[config.mk]
export PLATFORM = sky130hd
export DESIGN_NAME = interrupt_controller_prio
export DESIGN_NICKNAME = d
export VERILOG_FILES = /design/src/rtl/irq_ctrl_pkg.sv /design/src/rtl/irq_prio_arbiter.sv /design/src/rtl/interrupt_controller_prio.sv
export SDC_FILE = /design/constraint.sdc
export NUM_CORES = 1
export LEC_CHECK = 0
export CORE_MARGIN = 3
export CORE_UTILIZATION = 40
export CTS_CLUSTER_DIAMETER = 50
export DETAILED_ROUTE_END_ITERATION = 16
export PLACE_DENSITY = 0.9
export SLEW_MARGIN = 10
export SYNTH_ARGS = -nofsm -noshare
export SYNTH_HDL_FRONTEND = slang
export SYNTH_SLANG_ARGS = --single-unit
[constraint.sdc]
create_clock -name clk_i -period 6.23 [get_ports clk_i]
set_input_delay 1.246 -clock clk_i [delete_from_list [all_inputs] [get_ports clk_i]]
set_output_delay 1.246 -clock clk_i [all_outputs]
set_load 0.02 [all_outputs]
[src/rtl/irq_ctrl_pkg.sv]
// rtl/irq_ctrl_pkg.sv - shared types and helpers for the prioritised interrupt controller
package irq_ctrl_pkg;

  typedef enum logic [1:0] {
    IDLE,
    IRQ,
    EXC,
    IRQ_EXC
  } irq_state_t;

  localparam logic [31:0] CAUSE_BASE_DEFAULT = 32'h8000_0010;

  function automatic logic [31:0] idx_to_cause(input logic [31:0] base, input logic [31:0] idx);
    return base + idx;
  endfunction

endpackage

[src/rtl/irq_prio_arbiter.sv]
// rtl/irq_prio_arbiter.sv - combinational fixed/rotating priority pick over eligible lines
module irq_prio_arbiter #(
  parameter int IRQ_NUM = 16,
  parameter int IW      = (IRQ_NUM > 1) ? $clog2(IRQ_NUM) : 1
) (
  input  logic [IRQ_NUM-1:0] eligible,
  input  logic [IW-1:0]      rr_ptr,
  input  logic               rr_en,
  output logic               valid,
  output logic [IW-1:0]      winner,
  output logic [IRQ_NUM-1:0] grant
);

  logic [IW-1:0] base;
  logic [IW-1:0] cand_idx;
  int            cand;

  always_comb begin
    // Fixed priority is the rotating search with the pointer parked on the top line.
    base     = rr_en ? rr_ptr : IW'(IRQ_NUM - 1);
    valid    = 1'b0;
    winner   = '0;
    grant    = '0;
    cand     = 0;
    cand_idx = '0;
    // Walk from the farthest candidate back to the nearest so the nearest one wins.
    for (int i = IRQ_NUM; i >= 1; i--) begin
      cand     = (int'(base) + i) % IRQ_NUM;
      cand_idx = IW'(cand);
      if (eligible[cand_idx]) begin
        valid  = 1'b1;
        winner = cand_idx;
      end
    end
    if (valid) begin
      grant[winner] = 1'b1;
    end
  end

endmodule

[src/rtl/interrupt_controller_prio.sv]
// rtl/interrupt_controller_prio.sv - N-line level/edge interrupt controller with nesting FSM
module interrupt_controller_prio
  import irq_ctrl_pkg::*;
#(
  parameter int                 IRQ_NUM     = 16,
  parameter logic [IRQ_NUM-1:0] EDGE_MASK   = '0,
  parameter bit                 ROUND_ROBIN = 1'b0,
  parameter logic [31:0]        CAUSE_BASE  = CAUSE_BASE_DEFAULT
) (
  input  logic               clk_i,
  input  logic               rst_i,
  input  logic               exception_i,
  input  logic [IRQ_NUM-1:0] irq_req_i,
  input  logic [IRQ_NUM-1:0] mie_i,
  input  logic               mret_i,
  output logic               irq_o,
  output logic [31:0]        irq_cause_o,
  output logic [IRQ_NUM-1:0] irq_ret_o,
  output logic [IRQ_NUM-1:0] irq_pending_o
);

  localparam int IW = (IRQ_NUM > 1) ? $clog2(IRQ_NUM) : 1;

  irq_state_t         state_q, state_d;
  logic [IW-1:0]      served_q, rr_ptr_q, winner;
  logic [IRQ_NUM-1:0] served_oh_q, edge_pend_q, prev_q;
  logic [IRQ_NUM-1:0] pending, eligible, grant;
  logic               valid, accept;

  assign pending       = (irq_req_i & ~EDGE_MASK) | (edge_pend_q & EDGE_MASK);
  assign eligible      = pending & mie_i;
  assign irq_pending_o = pending;

  irq_prio_arbiter #(
    .IRQ_NUM (IRQ_NUM),
    .IW      (IW)
  ) u_arbiter (
    .eligible (eligible),
    .rr_ptr   (rr_ptr_q),
    .rr_en    (ROUND_ROBIN),
    .valid    (valid),
    .winner   (winner),
    .grant    (grant)
  );

  always_comb begin
    state_d     = state_q;
    accept      = 1'b0;
    irq_ret_o   = '0;
    irq_cause_o = 32'h0;
    case (state_q)
      IDLE: begin
        if (exception_i && !mret_i) begin
          state_d = EXC;
        end else if (!exception_i && !mret_i && valid) begin
          accept  = 1'b1;
          state_d = IRQ;
        end
      end
      IRQ: begin
        // mret together with an exception is the exception's return, not ours.
        if (exception_i && !mret_i) begin
          state_d = IRQ_EXC;
        end else if (mret_i && !exception_i) begin
          state_d   = IDLE;
          irq_ret_o = served_oh_q;
        end
      end
      EXC:     if (mret_i) state_d = IDLE;
      IRQ_EXC: if (mret_i) state_d = IRQ;
      default: state_d = IDLE;
    endcase
    if (rst_i) begin
      accept    = 1'b0;
      irq_ret_o = '0;
    end
    irq_o = accept;
    if (accept) begin
      irq_cause_o = idx_to_cause(CAUSE_BASE, 32'(winner));
    end else if (state_q == IRQ || state_q == IRQ_EXC) begin
      irq_cause_o = idx_to_cause(CAUSE_BASE, 32'(served_q));
    end
  end

  always_ff @(posedge clk_i) begin
    if (rst_i) begin
      state_q     <= IDLE;
      served_q    <= '0;
      served_oh_q <= '0;
      edge_pend_q <= '0;
      prev_q      <= '0;
      rr_ptr_q    <= IW'(IRQ_NUM - 1);
    end else begin
      state_q     <= state_d;
      prev_q      <= irq_req_i;
      // A fresh edge outranks the acknowledge clearing the same line.
      edge_pend_q <= ((edge_pend_q & ~irq_ret_o) | (irq_req_i & ~prev_q)) & EDGE_MASK;
      if (accept) begin
        served_q    <= winner;
        served_oh_q <= grant;
        rr_ptr_q    <= winner;
      end
    end
  end

endmodule

==> metrics.txt, run 1 <==
relative slew slack 51.86%; post-synth top area cell dfxtp_1; Max FO, Critical Path 8; Yosys top cell area share 26.99%; Non-Filler Instances 302; most frequent cell after synthesis buf_4; number of fill cells in the layout 351; TNS Setup 0 ps; first-pass GRT wire length 6327 um; Core Area 3799 sq um; Clk pwr share 34.6%; DRT Pass-1 Iters 6; Final Max Slew Viols 0; Vias/cell 4.980; routed vias 1504; crit-path max cell delay 590 ps; cells taking the most area after synthesis dfxtp_1 (27%), buf_4 (20%), and2_1 (7.7%); Clock Latency Late Sink 260 ps; total congestion overflow 0; most frequent cell on the critical path clkdlybuf4s50_1; H-tree depth 1; worst-margin pin slew 719.5 ps; CP Data Required Time 4980 ps; initial antenna violation count 0; Hold Path Class reg -> reg; P&R area growth vs syn 37.12%; Residual DRC 0; Netlist cell types 35; endpoints failing setup 0; post-cts hold buffer count 0; LEAKAGE 0.9116 nW; Post-CTS Setup Repair Bufs 0; unrepaired setup endpoints after global routing no; WS Path Type in -> out; TritonCTS clock tree yes; Setup crit start kind input port; Final Cycle Share 83.01%; WP data arrival 3930 ps; Crit-path slowest cell clkdlybuf4s50_1; sequential power share 37.9%; total wire length 4056 um; final clock skew 2.679 ps; Root Driver clkbuf_8; Net Sw Power 0.1096 mW; Inst Count DP 298; post-layout min period 5171 ps; Die Width 69.87 um; fraction of layout cells with a size suffix above 1 4.724%; VDD IR max 0.1470 mV; Tot Pwr 0.3840 mW; Synth top cells by count buf_4 (44), nand2_1 (28), dfxtp_1 (22); post-route worst setup slack 1059 ps; CP Capture Type output pin; Final GP Congestion 0.8007; Final #Nets 294; Post-Syn Area 1632 sq um; switching share of power 28.54%; critical-path cell list clkdlybuf4s50_1 > inv_1 > ha_1 > nor4b_4 > and2b_1 > o211ai_2 > a311o_1 > nand2_1 > clkdlybuf4s50_1; Post-synth EDFFs 0; pwr dens 171.6 nW/um^2; die area 4881 sq um; internal power 0.2744 mW; sequential fraction of the synthesis area 26.99%; post-route ant nets 0; clock slew at reported path FFs 80 ps; IO Pins 101; cell count after synthesis 199; largest net degree at the start of global routing 17; post-cts sizing count 0; CTS Buffer Depth 2; Main synth FF type dfxtp_1; status finished, final reports clean; Syn. warnings 0; Post-synth ARST share 0%; synthesized area per cell 8.199 sq um; endpoints failing hold 0; fmax 193.4 MHz; DPL Wire Length 3229 um; register area 440.4 sq um; Num Clock Sinks 22; max-cap violations 0; # port buffers 74; Iter 0 DRT Violations 83; # diodes 0; CTS Buf Count 3; Rows 22; Multi-input gate area 905.9 sq um; initial core utilization 42.95%; Routed WL per cell 13.43 um; Vert. Die Dim 69.87 um; Gate power share 27.5%; total track usage 15.81%; number of global-route vias before repair 1402; Setup WS pre-CTS 1097 ps; Yosys reg bits 22
==> cell families (layout without fill, tap and decap cells) <==
logic type	count (synthesis)	after routing	share of synthesized area, %
AOI/OAI and AO/OA	49	49	23.54
other	1	26	0.2298
buffers and inverters	53	83	23.24
DFF	22	22	26.99
and+or+nand+nor	71	71	23.70
adders and majority gates	3	3	2.301
==> worst paths after layout <==
check | from | endpoint | slack [ps] | cells after the start
worst max-delay path | mret_i | irq_cause_o[0] | 1060 | 9
worst min-delay path | served_oh_q[2] | served_oh_q[2] | 460 | 1
worst max register to register | state_q[0] | served_oh_q[6] | 4240 | 6
worst min register to register | served_oh_q[2] | served_oh_q[2] | 460 | 1
==> routing by layer <==
metal / vias to the layer above / wire (um) / GRT usage (%)
met3: 6 / 302 / 3.885
li1: 748 / - / -
met5: - / 0 / 0
met2: 70 / 2073 / 28.65
met1: 680 / 1628 / 17.92
met4: 0 / 51 / 5.319
==> through the flow <==
step / cell area [sq um] / hold WS (ps) / utilization, %
5_1_grt: 2237 / 476.3 / 58.89
2_1_floorplan: 1725 / 420.7 / -
4_1_cts: 2237 / 464.4 / 58.89
3_3_place_gp: 2166 / 438.5 / 57.02
6_report: 2237 / 462.4 / 58.89
3_5_place_dp: 2166 / 442.9 / 57.02
==> critical path, delay by kind of cell <==
family / cells / cell delay [ps]
AO/OA/AOI/OAI: 2 / 480
AND/OR/NAND/NOR: 3 / 830
adder cells (fa/ha/maj): 1 / 240
buffers and inverters: 3 / 1140
==> registers in the layout (all words and copies together), names as in the netlist <==
signal and count:
served_oh_q 16, served_q 4, state_q 2
==> area by class of cell <==
cell class / instances / share of cell area, %
flip-flops and latches: 22 / 19.69
clock buffers: 3 / 1.846
inverters: 5 / 0.8389
repair buffers: 74 / 33.11
multi-input cells: 149 / 40.49
clock inverters: 1 / 1.342
well taps: 48 / 2.685
==> power by group through the flow <==
stage          sequential, mW  combinational [mW]  clock, mW
6_report                0.146               0.106      0.133
5_1_grt                 0.146               0.114      0.139
4_1_cts                 0.146               0.105      0.134
3_5_place_dp            0.149               0.104          0
3_3_place_gp            0.149               0.103          0
2_1_floorplan           0.148              0.0784          0
==> placed cells by master, fill, tap and decap left out <==
cell type and instances:
a21oi_4 1, ha_1 3, conb_1 26, or2_4 1, a31oi_1 1, a32o_1 5
a22oi_1 10, and2_4 1, o211ai_2 1, o21ai_0 3, and2b_1 1, bufinv_16 1
nand3_1 3, dfxtp_1 22, nand2b_1 1, a221oi_1 1, a211oi_1 1, and2_1 20
a22oi_2 1, and4_1 1, nor3_2 1, a22o_1 12, nand2_1 28, nor2_1 8
nor3b_1 1, nand4_1 3, nor4b_4 1, clkdlybuf4s50_1 74, a21oi_1 8, inv_1 5
o211ai_1 2, a311o_1 1, and3_4 1, clkbuf_8 3, o21ai_1 2
(Power assumes the default switching activity.)
==> run 2, diff against run 1 <==
--- a/config.mk
+++ b/config.mk
@@ -6,10 +6,10 @@
 export NUM_CORES = 1
 export LEC_CHECK = 0
 export CORE_MARGIN = 3
-export CORE_UTILIZATION = 40
+export CORE_UTILIZATION = 37
 export CTS_CLUSTER_DIAMETER = 50
 export DETAILED_ROUTE_END_ITERATION = 16
-export PLACE_DENSITY = 0.9
+export PLACE_DENSITY = 0.84
 export SLEW_MARGIN = 10
 export SYNTH_ARGS = -nofsm -noshare
 export SYNTH_HDL_FRONTEND = slang
==> constraint.sdc (replaced) <==
create_clock -name clk_i -period 5.4 [get_ports clk_i]
set_input_delay 1.08 -clock clk_i [delete_from_list [all_inputs] [get_ports clk_i]]
set_output_delay 1.08 -clock clk_i [all_outputs]
set_load 0.02 [all_outputs]
==> run 2 against run 1 <==
Critical path depth unchanged. Cell count up 0.66%. Sequential cell count did not move. Largest cell class unchanged. Global-route usage is 1.3 points lower. Routed wire length is 1.6% lower. Register-to-register slack worse by 750 ps. Die area grew 7.4%. Count of clock-buffer cells in the layout rose by 1. First-iteration DRC count rose by 2.4%. Sequential share of layout area increased by 0.12 points.
==> metrics.txt, run 2 (same netlist as run 1, synthesis figures left out) <==
Setup crit start kind input port (unchanged); Die Width 72.41 um (was 69.87 um); status finished, final reports clean (unchanged); total congestion overflow 0 (unchanged); pwr dens 183.1 nW/um^2 (was 171.6 nW/um^2); unrepaired setup endpoints after global routing no (unchanged); Max FO, Critical Path 8 (unchanged); number of fill cells in the layout 412 (was 351); Setup WS pre-CTS 614.1 ps (was 1097 ps); Final Cycle Share 89.15%; Root Driver clkbuf_8 (unchanged); critical-path cell list clkdlybuf4s50_1 > inv_1 > ha_1 > nor4b_4 > and2b_1 > o211ai_2 > a311o_1 > nand2_1 > clkdlybuf4s50_1 (unchanged); Crit-path slowest cell clkdlybuf4s50_1 (unchanged); crit-path max cell delay 590 ps (about the same); post-layout min period 4814 ps; die area 5242 sq um (was 4881 sq um); relative slew slack 53.59% (was 51.86%); most frequent cell on the critical path clkdlybuf4s50_1 (unchanged); CTS Buf Count 3 (unchanged); Vert. Die Dim 72.41 um (was 69.87 um); Inst Count DP 300 (was 298); CP Data Required Time 4320 ps (was 4980 ps); final clock skew 3.123 ps (was 2.679 ps); Hold Path Class reg -> reg (unchanged); largest net degree at the start of global routing 17 (unchanged); Cell Area, Placed 2168 sq um (was 2166 sq um); Final GP Congestion 0.8000 (was 0.8007); WP data arrival 3730 ps (was 3930 ps); Tot Pwr 0.4071 mW (was 0.3840 mW); first-pass GRT wire length 6161 um (was 6327 um); Routed WL per cell 13.13 um (was 13.43 um); P&R area growth vs syn 36.27% (was 37.12%); Largest regs served_oh_q (16), served_q (4), state_q (2) (unchanged); max-cap violations 0 (unchanged); # port buffers 74 (unchanged); Post-CTS Setup Repair Bufs 0 (unchanged); post-cts sizing count 0 (unchanged); TritonCTS clock tree yes (unchanged); TNS Setup 0 ps (unchanged); post-route worst setup slack 585.8 ps (was 1059 ps); design area 2223 sq um (was 2237 sq um); endpoints failing hold 0 (unchanged); initial antenna violation count 0 (unchanged); commonest non-fill, non-tap cell in the layout clkdlybuf4s50_1 (unchanged); Residual DRC 0 (unchanged); clock slew at reported path FFs 80 ps (about the same); Reg with most FFs served_oh_q (unchanged); number of flip-flops under the largest register name 16 (unchanged); total wire length 3991 um (was 4056 um); CTS Buffer Depth 2 (unchanged); DPL Wire Length 3293 um (was 3229 um); fraction of layout cells with a size suffix above 1 4.724% (unchanged); Clock Latency Late Sink 260 ps (about the same); # diodes 0 (unchanged); Final Max Slew Viols 0 (unchanged); total track usage 14.54% (was 15.81%); Core Area 4115 sq um (was 3799 sq um); post-route ant nets 0 (unchanged); CP Capture Type output pin (unchanged); H-tree depth 1 (unchanged); most frequent cells in the layout clkdlybuf4s50_1 (74), nand2_1 (28), conb_1 (26) (unchanged); VDD IR max 0.1029 mV (was 0.1470 mV); Iter 0 DRT Violations 85 (was 83); worst-margin pin slew 693.5 ps (was 719.5 ps); Final #Nets 294 (unchanged); Num Clock Sinks 22 (unchanged); DRT Pass-1 Iters 7 (was 6); initial core utilization 39.65% (was 42.95%); Non-Filler Instances 304 (was 302); LEAKAGE 0.9046 nW (was 0.9116 nW); endpoints failing setup 0 (unchanged); Vias/cell 4.898 (was 4.980); routed vias 1489 (was 1504); WS Path Type in -> out (unchanged); number of global-route vias before repair 1391 (was 1402); fmax 207.7 MHz; Rows 23 (was 22); post-cts hold buffer count 0 (unchanged); IO Pins 101 (unchanged)
-- run 2: final cells by class --
class	instances	area [sq um]	share of cell area [%]
Multi-Input combinational cell	149	905.9	40.74
Timing Repair Buffer	74	740.7	33.31
Sequential cell	22	440.4	19.81
Tap cell	50	62.56	2.814
Clock buffer	4	55.05	2.476
Inverter	5	18.77	0.8441
-- run 2: routing by layer --
layer | vias up | GRT usage [%] | part of all wire (%) | routed length (um)
met5 | - | 0 | 0 | 0
met4 | 0 | 4.508 | 0.48 | 19
met3 | 2 | 3.324 | 8.2 | 326
met2 | 70 | 25.99 | 50 | 2004
met1 | 676 | 17.17 | 41 | 1641
li1 | 741 | - | - | -
-- run 2: worst paths after layout --
kind	startpoint	endpoint	slack [ps]	cells past startpoint
min	served_oh_q[6]	served_oh_q[6]	460	2
max reg2reg	state_q[0]	served_oh_q[10]	3490	5
min reg2reg	served_oh_q[6]	served_oh_q[6]	460	2
max	mret_i	irq_cause_o[0]	590	9
-- run 2: critical path: cells and delay by family --
family | cells | cell delay (ps)
buffers and inverters | 3 | 1140
adders and majority gates | 1 | 230
AOI/OAI and AO/OA | 2 | 480
and+or+nand+nor | 3 | 800
-- run 2: report_power, final --
part	total [mW]	leakage [nW]	switching, mW	internal (mW)
registers	0.168	0.178	0.00307	0.165
clock network	0.118	0.0288	0.0528	0.0650
logic	0.121	0.698	0.0687	0.0525
-- run 2: through the flow --
step,util [%],hold WS (ps)
floorplan,-,420.7
global placement,52.69,439.0
detailed placement,52.69,448.1
CTS,54.03,459.2
global route,54.03,475.1
finish,54.03,460.8
==> run 3, diff against run 2 <==
--- a/config.mk
+++ b/config.mk
@@ -5,9 +5,9 @@
 export SDC_FILE = /design/constraint.sdc
 export NUM_CORES = 1
 export LEC_CHECK = 0
-export CORE_MARGIN = 3
+export CORE_MARGIN = 2
 export CORE_UTILIZATION = 37
-export CTS_CLUSTER_DIAMETER = 50
+export CTS_CLUSTER_DIAMETER = 100
 export DETAILED_ROUTE_END_ITERATION = 16
 export PLACE_DENSITY = 0.84
 export SLEW_MARGIN = 10
==> run 3 against run 2 <==
Non-clock buffer count is the same. Critical path depth unchanged. Die area decreased by 5.4%. Clock power grew 31%. Global-route usage up 1.3 points. Hold slack about the same. Utilization shrank 1.8 points. Routed wire length fell by 1.3%. Largest power group unchanged.
==> metrics.txt, run 3 (same netlist as run 1, synthesis figures left out) <==
status finished, final reports clean (unchanged); total track usage 15.83% (was 14.54%); Residual DRC 0 (unchanged); CTS Buf Count 3 (unchanged); Clock Latency Late Sink 270 ps (was 260 ps); Final Cycle Share 89.43% (was 89.15%); post-layout min period 4829 ps (was 4814 ps); # port buffers 74 (unchanged); number of flip-flops under the largest register name 16 (unchanged); design area 2242 sq um (was 2223 sq um); Root Driver clkbuf_8 (unchanged); CP Capture Type output pin (unchanged); number of global-route vias before repair 1383 (was 1391); post-cts sizing count 0 (unchanged); LEAKAGE 0.9116 nW (was 0.9046 nW); Routed met2 length 2020 um (was 2004 um); WP data arrival 3750 ps (was 3730 ps); WL met3 309 um (was 326 um); Vias/cell 4.833 (was 4.898); largest net degree at the start of global routing 17 (unchanged); final clock skew 0.8721 ps (was 3.123 ps); WS Path Type in -> out (unchanged); pwr dens 197.4 nW/um^2 (was 183.1 nW/um^2); Post-CTS Setup Repair Bufs 0 (unchanged); Routed WL per cell 12.88 um (was 13.13 um); Clk pwr share 34.7% (was 28.9%); IO Pins 101 (unchanged); fin util 52.21% (was 54.03%); die area 4957 sq um (was 5242 sq um); endpoints failing setup 0 (unchanged); most frequent cells in the layout clkdlybuf4s50_1 (74), nand2_1 (28), conb_1 (26) (unchanged); Net Sw Power 0.1261 mW (was 0.1246 mW); sequential power share 38.0% (was 41.3%); Final GP Congestion 0.8038 (was 0.8000); commonest non-fill, non-tap cell in the layout clkdlybuf4s50_1 (unchanged); post-route ant nets 0 (unchanged); routed vias 1479 (was 1489); Tot Pwr 0.4427 mW (was 0.4071 mW); Vert. Die Dim 70.41 um (was 72.41 um); Cell Area, Placed 2171 sq um (was 2168 sq um); H-tree depth 1 (unchanged); VDD IR max 0.1446 mV (was 0.1029 mV); Top Metal Used met4 (unchanged); Core Area 4294 sq um (was 4115 sq um); fmax 207.1 MHz (was 207.7 MHz); DPL Wire Length 3362 um (was 3293 um); TNS Setup 0 ps (unchanged); clock slew at reported path FFs 80 ps (about the same); Final #Nets 294 (unchanged); # diodes 0 (unchanged); total wire length 3940 um (was 3991 um); max-cap violations 0 (unchanged); Reg with most FFs served_oh_q (unchanged); Hold Path Class reg -> reg (unchanged); P&R area growth vs syn 37.42% (was 36.27%); relative slew slack 57.40% (was 53.59%); internal power 0.3166 mW (was 0.2825 mW); unrepaired setup endpoints after global routing no (unchanged); Iter 0 DRT Violations 86 (was 85); DRT Pass-1 Iters 4 (was 7); Non-Filler Instances 306 (was 304); Max FO, Critical Path 8 (unchanged); metal1 wirelength 1524 um (was 1641 um); initial core utilization 38.00% (was 39.65%); CP Data Required Time 4320 ps (about the same); total congestion overflow 0 (unchanged); Gate power share 27.3% (was 29.8%); Rows 24 (was 23); Die Width 70.41 um (was 72.41 um); Num Clock Sinks 22 (unchanged); fraction of layout cells with a size suffix above 1 4.724% (unchanged); TritonCTS clock tree yes (unchanged); Largest regs served_oh_q (16), served_q (4), state_q (2) (unchanged); worst-margin pin slew 636.7 ps (was 693.5 ps); initial antenna violation count 0 (unchanged); switching share of power 28.49% (was 30.60%); Final Max Slew Viols 0 (unchanged); Setup crit start kind input port (unchanged); Inst Count DP 302 (was 300); post-cts hold buffer count 0 (unchanged); endpoints failing hold 0 (unchanged); CTS Buffer Depth 2 (unchanged); first-pass GRT wire length 6327 um (was 6161 um)
[run 3: cell count changes in the layout (fill, tap and decap cells not counted), sizes merged]
cell and delta:
bufinv +1, clkbuf -1
[run 3: metrics by stage]
| stage | hold slack (ps) | worst slack, ps |
|---|---|---|
| after floorplan | 420.7 | 1790 |
| after global placement | 442.6 | 670.6 |
| after detailed placement | 446.9 | 564.8 |
| after CTS | 465.0 | 554.0 |
| after global routing | 481.8 | 432.9 |
| final | 460.7 | 570.6 |
[run 3: layout make-up]
type	count	area [sq um]
Clock buffer	3	41.29
Clock inverter	1	30.03
Fill cell	436	2052
Inverter	5	18.77
Multi-Input combinational cell	149	905.9
Sequential cell	22	440.4
Tap cell	52	65.06
Timing Repair Buffer	74	740.7
[run 3: metal layers]
metal  vias to the layer above  track usage (%)
met5                         -                0
met4                         0            6.410
met3                         9            4.618
li1                        745                -
met1                       661            17.43
met2                        64            28.20
[run 3: worst paths after layout]
| path | from | endpoint | slack (ps) | cells after the start |
|---|---|---|---|---|
| min | served_oh_q[3] | served_oh_q[3] | 460 | 1 |
| max | mret_i | irq_cause_o[0] | 570 | 9 |
| max reg2reg | state_q[0] | served_oh_q[11] | 3450 | 5 |
| min reg2reg | served_oh_q[3] | served_oh_q[3] | 460 | 1 |
[run 3: power groups by stage]
stage               registers, mW  logic (mW)  clock network [mW]
floorplan                   0.170      0.0905                   0
global placement            0.172       0.118                   0
detailed placement          0.172       0.121                   0
CTS                         0.168       0.121               0.154
global route                0.169       0.131               0.161
finish                      0.168       0.121               0.154
[run 3: critical path, cell delays in order]
cell             delay, ps
clkdlybuf4s50_1        480
inv_1                   80
ha_1                   240
nor4b_4                390
and2b_1                350
o211ai_2               120
a311o_1                350
nand2_1                 70
clkdlybuf4s50_1        600
